### config.mk
export PLATFORM = sky130hd
export DESIGN_NAME = boreal_frame_asm8
export DESIGN_NICKNAME = d
export VERILOG_FILES = /design/src/rtl/boreal_frame_asm8.sv
export SDC_FILE = /design/constraint.sdc
export NUM_CORES = 1
export LEC_CHECK = 0
export ABC_AREA = 0
export CAP_MARGIN = 0
export CORE_UTILIZATION = 25
export CTS_BUF_LIST = sky130_fd_sc_hd__clkbuf_2
export CTS_CLUSTER_DIAMETER = 200
export CTS_CLUSTER_SIZE = 24
export DETAILED_ROUTE_END_ITERATION = 8
export DONT_BUFFER_PORTS = 1
export PLACE_DENSITY = 0.42
export SLEW_MARGIN = 15
export SYNTH_ARGS = -nofsm -noshare
export SYNTH_HDL_FRONTEND = slang
export SYNTH_SLANG_ARGS = --single-unit
### constraint.sdc
create_clock -name clk -period 7 [get_ports clk]
set_input_delay 1.4 -clock clk [delete_from_list [all_inputs] [get_ports clk]]
set_output_delay 1.4 -clock clk [all_outputs]
set_load 0.02 [all_outputs]
### src/rtl/boreal_frame_asm8.sv
// Receive-side frame assembler: checks strict 0..7 channel order on the tagged ADC
// stream and packs each complete sweep into one 8-lane frame behind a valid/ready port.
module boreal_frame_asm8 #(
  parameter int DW    = 16,
  parameter int CNT_W = 16
) (
  input  logic              clk,
  input  logic              rst_n,
  input  logic              s_valid,
  input  logic [2:0]        s_ch,
  input  logic [DW-1:0]     s_data,
  output logic              f_valid,
  input  logic              f_ready,
  output logic [8*DW-1:0]   f_data,
  output logic              seq_err,
  output logic              ovf,
  output logic              locked,
  output logic [CNT_W-1:0]  frame_cnt,
  output logic [CNT_W-1:0]  err_cnt
);

  // state | meaning
  // HUNT  | waiting for a ch0 sample to start a sweep
  // FILL  | collecting lanes in order, exp_q is the next expected channel
  localparam logic [0:0] ST_HUNT = 1'b0;
  localparam logic [0:0] ST_FILL = 1'b1;

  logic [0:0]       state_q, state_d;
  logic [2:0]       exp_q, exp_d;
  logic [7*DW-1:0]  lane_q, lane_d;
  logic             f_valid_q, f_valid_d;
  logic [8*DW-1:0]  f_data_q, f_data_d;
  logic             seq_err_q, ovf_q;
  logic [CNT_W-1:0] frame_cnt_q, frame_cnt_d;
  logic [CNT_W-1:0] err_cnt_q, err_cnt_d;

  logic             mismatch, complete, handshake, load, drop;
  logic [1:0]       err_inc;
  logic [CNT_W:0]   err_sum;

  always_comb begin
    state_d  = state_q;
    exp_d    = exp_q;
    lane_d   = lane_q;
    mismatch = 1'b0;
    complete = 1'b0;
    if (s_valid) begin
      if (state_q == ST_HUNT) begin
        if (s_ch == 3'd0) begin
          lane_d[DW-1:0] = s_data;
          exp_d          = 3'd1;
          state_d        = ST_FILL;
        end
      end else if (s_ch == exp_q) begin
        // lane 7 never goes to the buffer; it is taken straight from s_data
        exp_d = exp_q + 3'd1;
        if (exp_q == 3'd7) complete = 1'b1;
        else lane_d[int'(exp_q)*DW +: DW] = s_data;
      end else begin
        mismatch = 1'b1;
        if (s_ch == 3'd0) begin
          lane_d[DW-1:0] = s_data;
          exp_d          = 3'd1;
        end else begin
          state_d = ST_HUNT;
          exp_d   = 3'd0;
        end
      end
    end
  end

  assign handshake = f_valid_q & f_ready;
  assign load      = complete & (~f_valid_q | f_ready);
  assign drop      = complete & f_valid_q & ~f_ready;

  always_comb begin
    f_valid_d = load | (f_valid_q & ~f_ready);
    f_data_d  = load ? {s_data, lane_q} : f_data_q;
  end

  always_comb begin
    frame_cnt_d = frame_cnt_q;
    if (handshake && (frame_cnt_q != {CNT_W{1'b1}}))
      frame_cnt_d = frame_cnt_q + {{(CNT_W-1){1'b0}}, 1'b1};
    err_inc   = {1'b0, mismatch} + {1'b0, drop};
    err_sum   = {1'b0, err_cnt_q} + {{(CNT_W-1){1'b0}}, err_inc};
    err_cnt_d = err_sum[CNT_W] ? {CNT_W{1'b1}} : err_sum[CNT_W-1:0];
  end

  always_ff @(posedge clk or negedge rst_n) begin
    if (!rst_n) begin
      state_q     <= ST_HUNT;
      exp_q       <= 3'd0;
      lane_q      <= '0;
      f_valid_q   <= 1'b0;
      f_data_q    <= '0;
      seq_err_q   <= 1'b0;
      ovf_q       <= 1'b0;
      frame_cnt_q <= '0;
      err_cnt_q   <= '0;
    end else begin
      state_q     <= state_d;
      exp_q       <= exp_d;
      lane_q      <= lane_d;
      f_valid_q   <= f_valid_d;
      f_data_q    <= f_data_d;
      seq_err_q   <= mismatch;
      ovf_q       <= drop;
      frame_cnt_q <= frame_cnt_d;
      err_cnt_q   <= err_cnt_d;
    end
  end

  assign f_valid   = f_valid_q;
  assign f_data    = f_data_q;
  assign seq_err   = seq_err_q;
  assign ovf       = ovf_q;
  assign locked    = (state_q == ST_FILL);
  assign frame_cnt = frame_cnt_q;
  assign err_cnt   = err_cnt_q;

endmodule

======== Word level (Yosys, flattened, before mapping) ========
Index checks and enable logic that the tools add are counted.
cells by class
  shifts and indexed selects .............. 2
  $add $sub $neg .......................... 5
  bitwise gates (word level) .............. 10
  muxes and demuxes ....................... 20
  equal/unequal tests ..................... 4
  reduce and logical (&&, ||, !) cells .... 6
operators by type and width
  cell                                                     number
  bitwise mux 112 bit                                      1
  variable shift 16 x 33 -> 112 bit, first input constant  1
  variable part select 16 x 33 -> 112 bit                  1
  two-way mux 16 bit                                       5
  negation 7 -> 33 bit                                     1
  adder 16 x 2 -> 17 bit                                   1
  adder 16 x 1 -> 16 bit, second input constant            1
  != test 16 bit, second input constant                    1
  two-way mux 1 bit                                        11
  two-way mux 3 bit                                        3
  bitwise AND 1 bit                                        5
  AND reduction 2 bit                                      2
  AND reduction 4 bit                                      1
  adder 3 x 1 -> 3 bit, second input constant              1
  == test 3 bit                                            1
  == test 3 bit, second input constant                     1
  zero test 3 bit                                          1
  != test 3 bit, second input constant                     1
  NOT 1 bit                                                3
  adder 1 x 1 -> 2 bit                                     1
  OR 1 bit                                                 2
  nonzero test 2 bit                                       1
  logical AND 1 bit                                        1
word-level totals
  logic and storage cells ................. 57
  register bits after elaboration ......... 279
  output and inout bits ................... 164

======== Depth between registers and ports, before layout ========
  depth after elaboration ................. 10
  depth in mapped cells ................... 13

======== Worst setup path after synthesis ========
Ideal clock, no wire load.
  kind .................................... input to register
  start ................................... input port s_ch[1]
  end ..................................... register err_cnt_q[10] (netlist: err_cnt[10])
  data arrival time ....................... 3866 ps
  slack ................................... 3066 ps
  stages .................................. 12
  required time ........................... 6932 ps
  cell sequence ........................... xor2_1 nor4_1 nand2_1 or2_2 fa_1 inv_1 ha_1 nand3_1 nor2_1 nand3_1 clkbuf_1 nand2_1
between the ends
  cells in the longest elaborated chain, start to end .. 9
  elaborated cells between the ends (all ways) .. 12
  those cells by class .................... add/sub (2); eq/ne (1); mux (7); bitwise (2)
ends and longest elaborated chain
  what                            line  source
  start: declaration              10    input logic [2:0] s_ch,
  == test 3 bit *                 54    end else if (s_ch == exp_q) begin
  two-way mux 1 bit               54
  two-way mux 1 bit               48    if (state_q == ST_HUNT) begin
  two-way mux 1 bit               47    if (s_valid) begin
  bitwise AND 1 bit (2 in a row)  74    assign drop = complete & f_valid_q & ~f_ready;
  adder 1 x 1 -> 2 bit *          85    err_inc = {1'b0, mismatch} + {1'b0, drop};
  adder 16 x 2 -> 17 bit *        86    err_sum = {1'b0, err_cnt_q} + {{(CNT_W-1){1'b0}}, err_inc};
  two-way mux 16 bit *            87    err_cnt_d = err_sum[CNT_W] ? {CNT_W{1'b1}} : err_sum[CNT_W-1:0];
  named net err_cnt_d[10]         35    logic [CNT_W-1:0] err_cnt_q, err_cnt_d;
  end signal: assignment          110   err_cnt_q <= err_cnt_d;
  end: declaration                35
Mark *: on every way through the listed nets, which the timed path passes. The rest lies on a longest branch.
A chain may end at the register's enable or synchronous reset.

======== Final worst setup path ========
  start ................................... register exp_q[0]
  end ..................................... register err_cnt_q[1] (netlist: err_cnt[1])
between the ends
  cells in the longest elaborated chain, start to end .. 10
  elaborated cells between the ends (all ways) .. 14
  those cells by class .................... add/sub (2); eq/ne (2); mux (8); bitwise (2)
ends and longest elaborated chain
  what                            line  source
  start: declaration              29    logic [2:0] exp_q, exp_d;
  start signal: assignment        103   exp_q <= exp_d;
  == test 3 bit                   57    if (exp_q == 3'd7) complete = 1'b1;
  two-way mux 1 bit               57
  two-way mux 1 bit               54
  two-way mux 1 bit               48
  two-way mux 1 bit               47
  bitwise AND 1 bit (2 in a row)  74
  adder 1 x 1 -> 2 bit *          85
  adder 16 x 2 -> 17 bit *        86
  two-way mux 16 bit *            87
  named net err_cnt_d[1]          35
Marked as above.

==> out/metrics.yaml <==
syn_avg_cell_area_um2: 14.52
cts_setup_buffers: 0
vias_per_cell: 4.429
dieArea_mm2: 0.04582
drt_pass1_iterations: 4
globalRouteTotalUtil_pct: 12.26
fin_crit_sh_pct: 58.24
arrival_ns: 4.97
dpl.hpwl_um: 17580
worstPathMaxFanout: 25
fin_nets: 797
port_buffers: 0
fmax_ghz: 0.2453
hold_path_class: "primary input to async pin"
htreeDepth: 1
syn-num-nets: 804
fillCellCount: 4578
synth.area.top_cells: "dfrtp_1 62%, mux2_2 22%, mux2i_1 1.6%, nand2_1 1.5%, mux2_4 1.3%"
wl_per_cell_um: 20.46
synth_area_mm2: 0.01124
fin_util_pct: 27.16
ant_nets: 0
rsz0062_at_grt: "false"
start_util_pct: 25.37
finalPower_w: 0.002503
yosys_warnings: 0
first_iter_violations: 300
core_area_mm2: 0.04432
gp_congestion: 0.7989
synth_edf_count: 0
end_kind: "flip-flop"
fin_crit_ns: 4.077
drt-total-wl_um: 27820
dieWidth_um: 214.1
hold_violations: 0
cts_hold_buf: 2
cts_resized: 0
skew_ns: 0.1035
yosysSeqAreaShare_pct: 62.10
tns_ns: 0
rows: 77
synth_top_area_share_pct: 62.10
cts-buffers-inserted: 15
cts_tree: "done"
synth_top_area_cell: "dfrtp_1"
grt_pass1_wl_um: 43330
status: "complete, no violations"
worstPathRequired_ns: 7.90
drv_cap: 0
drive_above_1_share_pct: 34.29
crit_type: "flip-flop to flip-flop"
synth.distinct_cells: 44
vias: 6024
worst_pin_slew_ns: 1.104
io_pins: 187
antenna_found_initial: 2
fin_ws_ns: 2.923
synth_cells: 774
synthArstFlopShare_pct: 100.0
grt_start_max_net_pins: 260
synth-seq-cells: 279
grt_pass1_vias: 6435
peakVddDrop_uv: 143.3
pre_cts_slack_ns: 2.398
power.density_mw_per_mm2: 208.0
areaGrowthSynthToFinish_pct: 7.056
synthFlopType: "dfrtp_1"
numClockSinks: 279
clkTransAtPathRegs_ns: 0.47
cts_root_buf: "clkbuf_2"
startpoint_type: "flip-flop"
die_h_um: 214.1
drcViolationCount: 0
slew-limit-headroom_pct: 26.42
slew_violations: 0
grt-ovfl-total: 0
clockBufferDepth: 3
finalSetupViolCount: 0
power_leakage_nw: 5.933
insertion_delay_ns: 0.95
==> cell families (layout without fill, tap and decap cells) <==
family	after synthesis	after routing	share of synthesized area, %
simple gates	138	138	6.633
other cells	0	1	0
buf+inv	60	53	2.549
compound gates	17	17	0.9906
mux	246	246	24.77
fa+ha+maj	7	7	0.8458
xor+xnor	27	27	2.103
flops	279	279	62.10
==> stage by stage <==
| stage | cells | hold WS [ns] | instance area, um^2 |
|---|---|---|---|
| after floorplan | 774 | 0.4585 | 11240 |
| after global placement | 1339 | 0.4824 | 11870 |
| after detailed placement | 1339 | 0.4859 | 11870 |
| after CTS | 1358 | 0.1125 | 12010 |
| after global routing | 1360 | 0.07964 | 12040 |
| final | 1360 | 0.2317 | 12040 |
==> metal layers <==
| metal | wire length, um | global-route usage [%] |
|---|---|---|
| met4 | 422 | 2.381 |
| met5 | 11 | 0 |
| met1 | 12640 | 16.52 |
| met3 | 1640 | 3.532 |
| met2 | 13110 | 19.62 |
==> worst paths after layout <==
kind | from | end | slack [ns] | depth (start not counted)
min reg2reg | lane_q[97] | f_data[97] | 0.46 | 1
min in group clk | lane_q[97] | f_data[97] | 0.46 | 1
max reg2reg | exp_q[0] | err_cnt[1] | 2.92 | 11
max in group asynchronous | rst_n | f_data[31] | 5.35 | 2
max | exp_q[0] | err_cnt[1] | 2.92 | 11
min | rst_n | lane_q[49] | 0.23 | 1
==> cells in the mapped netlist (all sizes together), types with 11 or more instances <==
| master | instances |
|---|---|
| mux2 | 228 |
| xnor2 | 16 |
| and3 | 20 |
| buf | 25 |
| dfrtp | 279 |
| nand3 | 16 |
| xor2 | 11 |
| nor3 | 11 |
| mux2i | 18 |
| inv | 27 |
| nor2 | 13 |
| nand2 | 44 |
==> area by class of cell <==
cell class | count | area, um^2 | share of cell area, %
clock inverter | 2 | 15.01 | 0.1248
timing repair buffer | 9 | 120.1 | 0.9980
sequential | 279 | 6982 | 58.01
clock buffer | 15 | 75.07 | 0.6238
tap | 592 | 740.7 | 6.154
multi-input combinational | 435 | 3999 | 33.23
antenna | 1 | 2.502 | 0.02079
inverter | 27 | 101.3 | 0.8421
==> where the power goes <==
part | total (W) | internal, W | switching [W]
sequential | 0.00173 | 0.00166 | 0.0000647
clock | 0.000552 | 0.0000614 | 0.000491
combinational | 0.000222 | 0.0000807 | 0.000141
==> critical path, cell delays in order (launching register included) <==
cell	delay [ns]
dfrtp_1	0.94
xor2_1	0.16
nor4_1	0.64
nand2_1	0.20
or2_2	0.34
fa_1	0.38
inv_1	0.09
ha_1	0.18
nand3_1	0.25
nor2_1	0.30
nand3_1	0.44
nand2b_1	0.20
==> cell usage in the layout (no fill, tap or decap), drive strengths merged, types with 2 or more instances in the layout <==
master	synthesis	layout
inv	27	29
and3	20	20
o21ai	6	6
nor2	13	13
nand3	16	16
nand2b	2	2
nor4	5	5
a22o	3	3
ha	6	6
nand2	44	44
mux2i	18	18
and4	5	5
clkbuf	8	15
xor2	11	11
buf	25	9
nor3	11	11
dfrtp	279	279
xnor2	16	16
or3	3	3
nor3b	2	2
or4	2	2
mux2	228	228
a31oi	4	4
nand4	7	7
==> registers in the layout, indices dropped and copies added (netlist names) <==
register   cells
f_valid        1
err_cnt       16
exp_q          3
seq_err        1
lane_q       112
frame_cnt     16
locked         1
ovf            1
f_data       128
Power figures use the tool's default switching activity.
